[config.mk]
export PLATFORM = sky130hd
export DESIGN_NAME = instr_loader_flat
export DESIGN_NICKNAME = d
export VERILOG_FILES = /design/src/rtl/instr_loader_if.sv /design/src/rtl/instr_loader.sv /design/src/flat_wrapper.sv
export SDC_FILE = /design/constraint.sdc
export NUM_CORES = 2
export LEC_CHECK = 0
export ABC_CLOCK_PERIOD_IN_PS = 2800
export CORE_MARGIN = 1
export CORE_UTILIZATION = 45
export CTS_CLUSTER_DIAMETER = 50
export DETAILED_ROUTE_END_ITERATION = 16
export HOLD_SLACK_MARGIN = 0.03
export PLACE_DENSITY = 0.65
export REMOVE_ABC_BUFFERS = 1
export SETUP_SLACK_MARGIN = 0.3
export SYNTH_ARGS = -nofsm -noshare
export SYNTH_HDL_FRONTEND = slang
export SYNTH_SLANG_ARGS = --single-unit
[constraint.sdc]
create_clock -name clk -period 2.8 [get_ports clk]
set_clock_uncertainty 0.05 [all_clocks]
set_input_delay 0.56 -clock clk [delete_from_list [all_inputs] [get_ports clk]]
set_output_delay 0.56 -clock clk [all_outputs]
set_load 0.1 [all_outputs]
[src/rtl/instr_loader_if.sv]
// rtl/instr_loader_if.sv - load stream and fetch stream bundle for instr_loader
interface instr_loader_if #(
    parameter int IW = 25,
    parameter int AW = 6
);
    logic          load_valid;
    logic          load_ready;
    logic [IW-1:0] load_data;
    logic          load_last;
    logic          fetch_en;
    logic [IW-1:0] instructionOut;
    logic          fetch_valid;
    logic          done;
    logic [AW:0]   count;

    modport master (
        output load_valid, load_data, load_last, fetch_en,
        input  load_ready, instructionOut, fetch_valid, done, count
    );

    modport slave (
        input  load_valid, load_data, load_last, fetch_en,
        output load_ready, instructionOut, fetch_valid, done, count
    );
endinterface

[src/rtl/instr_loader.sv]
// rtl/instr_loader.sv - buffers a streamed program, then replays it as a registered fetch stream
// Optional INSTR_LOADER_LOOP_EN: replay the program forever instead of ending in DONE.
module instr_loader #(
    parameter int IW    = 25,
    parameter int DEPTH = 64,
    parameter int AW    = 6
) (
    input  logic           clk,
    input  logic           reset,
    instr_loader_if.slave  lb
);
    typedef enum logic [1:0] {
        ST_LOAD = 2'd0,
        ST_RUN  = 2'd1,
        ST_DONE = 2'd2
    } state_t;

    localparam logic [AW:0] DEPTH_C = (AW+1)'(DEPTH);
    localparam logic [AW:0] ONE_C   = (AW+1)'(1);

    state_t        state_q, state_d;
    logic [AW:0]   count_q, count_d;
    logic [AW:0]   pc_q, pc_d;
    logic [IW-1:0] instr_q, instr_d;
    logic          fetch_valid_q, fetch_valid_d;
    logic          wr_en;
    logic          load_ready;

    logic [IW-1:0] mem [DEPTH];

    assign load_ready = (state_q == ST_LOAD) && (count_q < DEPTH_C);

    always_comb begin
        state_d       = state_q;
        count_d       = count_q;
        pc_d          = pc_q;
        instr_d       = instr_q;
        fetch_valid_d = 1'b0;
        wr_en         = 1'b0;
        case (state_q)
            ST_LOAD: begin
                if (lb.load_valid && load_ready) begin
                    wr_en   = 1'b1;
                    count_d = count_q + ONE_C;
                    if (lb.load_last || (count_d == DEPTH_C)) begin
                        state_d = ST_RUN;
                    end
                end
            end
            ST_RUN: begin
                if (lb.fetch_en) begin
                    instr_d       = mem[pc_q[AW-1:0]];
                    fetch_valid_d = 1'b1;
                    pc_d          = pc_q + ONE_C;
                    // Last word of the program is being issued this cycle
                    if (pc_q == (count_q - ONE_C)) begin
`ifdef INSTR_LOADER_LOOP_EN
                        pc_d = '0;
`else
                        state_d = ST_DONE;
`endif
                    end
                end
            end
            ST_DONE: begin
                instr_d = '0;
            end
            default: begin
                state_d = ST_LOAD;
            end
        endcase
    end

    always_ff @(posedge clk or negedge reset) begin
        if (!reset) begin
            state_q       <= ST_LOAD;
            count_q       <= '0;
            pc_q          <= '0;
            instr_q       <= '0;
            fetch_valid_q <= 1'b0;
        end else begin
            state_q       <= state_d;
            count_q       <= count_d;
            pc_q          <= pc_d;
            instr_q       <= instr_d;
            fetch_valid_q <= fetch_valid_d;
        end
    end

    // Buffer is intentionally not reset; every entry read is written first
    always_ff @(posedge clk) begin
        if (wr_en) begin
            mem[count_q[AW-1:0]] <= lb.load_data;
        end
    end

    assign lb.load_ready     = load_ready;
    assign lb.instructionOut = instr_q;
    assign lb.fetch_valid    = fetch_valid_q;
    assign lb.done           = (state_q == ST_DONE);
    assign lb.count          = count_q;
endmodule

[src/flat_wrapper.sv]
// flat-port wrapper written by rule: the top's interface ports become plain ports
module instr_loader_flat 
#(
    parameter int IW    = 25,
    parameter int DEPTH = 64,
    parameter int AW    = 6
)
  (clk, reset, lb_load_valid, lb_load_data, lb_load_last, lb_fetch_en, lb_load_ready, lb_instructionOut, lb_fetch_valid, lb_done, lb_count);
  instr_loader_if #(.IW(IW), .AW(AW)) lb_i ();
  input  logic clk;
  input  logic reset;
  input wire logic [$bits(lb_i.load_valid)-1:0] lb_load_valid;
  input wire logic [$bits(lb_i.load_data)-1:0] lb_load_data;
  input wire logic [$bits(lb_i.load_last)-1:0] lb_load_last;
  input wire logic [$bits(lb_i.fetch_en)-1:0] lb_fetch_en;
  output wire logic [$bits(lb_i.load_ready)-1:0] lb_load_ready;
  output wire logic [$bits(lb_i.instructionOut)-1:0] lb_instructionOut;
  output wire logic [$bits(lb_i.fetch_valid)-1:0] lb_fetch_valid;
  output wire logic [$bits(lb_i.done)-1:0] lb_done;
  output wire logic [$bits(lb_i.count)-1:0] lb_count;
  assign lb_i.load_valid = lb_load_valid;
  assign lb_i.load_data = lb_load_data;
  assign lb_i.load_last = lb_load_last;
  assign lb_i.fetch_en = lb_fetch_en;
  assign lb_load_ready = lb_i.load_ready;
  assign lb_instructionOut = lb_i.instructionOut;
  assign lb_fetch_valid = lb_i.fetch_valid;
  assign lb_done = lb_i.done;
  assign lb_count = lb_i.count;
  instr_loader #(.IW(IW), .DEPTH(DEPTH), .AW(AW)) u_core (.clk(clk), .reset(reset), .lb(lb_i));
endmodule
==> flow_metrics.py <==
metrics = {
    "outcome": {
        "outcome": "finished clean",
    },
    "route": {
        "drtIter0Drc": 3928,
        "drcViolationCount": 0,
        "vias": 30739,
        "post_drt_wl_per_cell_microns": 31.1,
        "firstDrtPassIters": 5,
        "routed_wl_microns": 160000,
        "vias_per_cell": 5.99,
        "ant_nets": 0,
    },
    "floorplanning": {
        "initial_core_util_pct": 45.5,
        "rows": 136,
        "die_x_microns": 376,
        "die_area_sq_um": 141000,
        "core_area_sq_um": 138000,
        "die_h_microns": 376,
        "ios": 65,
    },
    "grt": {
        "grt_max_degree": 65,
        "grt.overflow.total": 0,
        "antenna_found_initial": 12,
        "grt_usage_pct": 22.7,
        "grt_pass1_vias": 30988,
        "grt_pass1_wl_microns": 226000,
    },
    "logic_synthesis": {
        "yosysWarnings": 0,
        "synth_area_leader_cell": "edfxtp_1",
        "ys_top_cells_by_area": "edfxtp_1 (76%), mux4_2 (15%), mux2i_1 (2.4%)",
        "synth_commonest_cells": "edfxtp_1 (1,600), mux4_2 (424), mux2i_1 (151), nor2_1 (80), clkbuf_1 (69)",
        "ys.flop_type": "edfxtp_1",
        "post-synth-top-count-cell": "edfxtp_1",
        "synth.top_cell.area_share_pct": 76.4,
        "avgSynthCellArea_sq_um": 23.3,
        "async_flop_share_pct": 2.56,
        "postSynthCellCount": 2696,
        "yosysUniqueCellTypes": 49,
        "synth_area_sq_um": 62900,
        "yosysSeqAreaShare_pct": 78.1,
        "ys_seq_elements": 1642,
        "synth_edf_count": 1600,
    },
    "hold_path": {
        "whs_path_depth": 1,
        "hold_class": "input pin to register",
        "min-delay-start": "lb_load_data[3]",
        "holdPathEnd": "u_core.mem[52][3]",
    },
    "power_and_ir_drop": {
        "max-vdd-ir-drop_mv": 1.28,
        "powerDensity_nw_per_um2": 987,
        "leakage_uw": 0.0244,
    },
    "critical_path": {
        "crit-reg2reg-launch": "u_core.pc_q[0]",
        "ff2ff_setup_slack_ps": 140,
        "required_ps": 3400,
        "worst_r2r_endpoint": "u_core.lb.instructionOut[7]",
        "reg2reg_depth": 7,
        "arrival_ps": 3260,
        "path_class": "register to register",
        "worst_setup_path_start_kind": "register",
        "path_max_fanout": 7,
        "cp-end-kind": "register",
    },
    "placed_design": {
        "dpl.hpwl_microns": 95700,
        "gp_congestion": 0.887,
        "io_buffers": 64,
    },
    "sta": {
        "fin_crit_ps": 2660,
        "tns_ps": 0,
        "final_hold_viol_count": 0,
        "worst_pin_slew_ps": 1380,
        "layout_worst_path_cycle_share_pct": 95.0,
        "max_freq_mhz": 376,
        "rsz0062_at_grt": "true",
        "slew_headroom_pct": 8.23,
        "holdWs_ps": 169,
        "report.final.slew_viol_count": 0,
        "setup_viol": 0,
    },
    "clocking": {
        "clock-root-buffer": "clkbuf_16",
        "h-tree-depth": 4,
        "clock_path_buffers": 3,
        "cts_buffers": 168,
        "insertion_delay_ps": 790,
        "clk_pin_slew_worst_paths_ps": 60,
        "cts_tree": "done",
        "clock_sinks": 1642,
    },
    "finish": {
        "nets": 3165,
        "seq_area_sq_um": 49100,
        "drive_gt1_share_pct": 37.9,
        "n_fill_cell": 10076,
        "synthToLayoutAreaGrowth_pct": 20.6,
        "multiInputGateArea_sq_um": 13600,
    },
    "job": {
        "drv_cap": 0,
    },
}
==> layer usage <==
layer	part of all wire (%)	GRT usage [%]
met2	48	35.1
met4	2.6	7.17
met3	9.8	5.37
met5	0.042	0
met1	40	32.2
==> per-stage QoR <==
step	cell area (sq um)	cells	setup WS, ps	utilization, %	total power, uW
after floorplan	62100	2543	-12790	-	36700
after global placement	68700	4738	27.9	49.8	50000
after detailed placement	68700	4738	-24.4	49.8	50200
after CTS	75200	5088	163	54.5	74200
after global routing	75800	5130	108	54.9	77100
final	75800	5133	139	54.9	74900
==> layout by cell type (no fill, tap or decap), types with 4 or more instances in the layout <==
cell	synthesis	layout
a221oi_1	25	12
a221oi_2	0	13
a22oi_1	24	20
a22oi_2	0	4
buf_12	0	122
buf_16	0	22
buf_2	53	26
buf_4	7	222
buf_6	8	11
buf_8	0	6
bufinv_16	0	15
clkbuf_1	69	23
clkbuf_16	0	175
clkbuf_8	0	9
clkinv_1	0	26
clkinv_2	0	34
clkinv_4	0	5
clkinv_8	0	4
clkinvlp_4	0	8
dfrtp_1	42	36
dfrtp_4	0	4
edfxtp_1	1600	1600
ha_1	4	4
inv_6	0	9
mux2i_1	151	125
mux2i_2	0	20
mux2i_4	0	6
mux4_2	424	424
nand2_1	43	43
nand3_1	5	5
nor2_1	80	11
nor2_2	0	53
nor2_4	0	16
o211ai_1	25	25
o22ai_1	51	39
o22ai_2	0	9
xnor2_1	14	14
xor2_1	6	6
==> worst max-delay path: stages, from the launching register on <==
cell	delay, ps
dfrtp_4	490
buf_12	200
buf_8	150
buf_16	140
mux4_2	490
mux4_2	590
a221oi_1	310
nand2_1	100
==> flip-flops by register name, summed over array words and instances, names as in the netlist <==
name and flops:
u_core.mem 1600, u_core.lb.instructionOut 25, u_core.lb.count 7, u_core.pc_q 7, u_core.state_q 2, u_core.lb.fetch_valid 1
==> power by group <==
part	switching, uW	leakage (uW)	internal, uW	total [uW]
Clock	9250	0.00269	12900	22100
Sequential	739	0.0149	27600	28400
Combinational	12900	0.00674	11500	24400
==> how the worst max path moves through the flow <==
stage	endpoint	depth (start not counted)	slack (ps)	from
after floorplan	u_core.lb.instructionOut[0]	5	-12790	u_core.pc_q[0]
after global placement	u_core.mem[20][14]	8	30	lb_load_valid
after detailed placement	u_core.mem[20][14]	8	-20	lb_load_valid
after CTS	u_core.lb.instructionOut[12]	6	160	u_core.pc_q[0]
after global routing	u_core.lb.instructionOut[12]	10	110	u_core.pc_q[0]
final	u_core.lb.instructionOut[7]	7	140	u_core.pc_q[0]
==> layout make-up <==
class,count,area share (%)
sequential,1642,64.8
antenna,3,0.00990
multi-input combinational,898,18.0
timing repair buffer,418,6.90
clock buffer,203,5.92
inverter,3,0.0149
tap,1863,3.07
clock inverter,103,1.32
==> cells by family (layout without fill, tap and decap cells) <==
| group | count (synthesis) | count (layout) | share of synthesized area [%] |
|---|---|---|---|
| compound gates | 142 | 142 | 1.63 |
| xor+xnor | 20 | 20 | 0.279 |
| fa+ha+maj | 4 | 4 | 0.0796 |
| buf+inv | 156 | 727 | 1.17 |
| flops | 1642 | 1642 | 78.1 |
| mux | 577 | 577 | 17.6 |
| other cells | 0 | 3 | 0 |
| simple gates | 155 | 155 | 1.08 |
==> what timing repair did <==
| action | CTS | global route |
|---|---|---|
| pin swaps | 14 | 15 |
| endpoints found under the hold margin | 42 | 0 |
| setup endpoints to repair | 28 | 27 |
| hold buffers | 1 | 0 |
| gates resized for setup | 79 | 39 |
| setup buffers | 31 | 38 |
| cloned | 12 | 4 |
(Power assumes the default switching activity.)
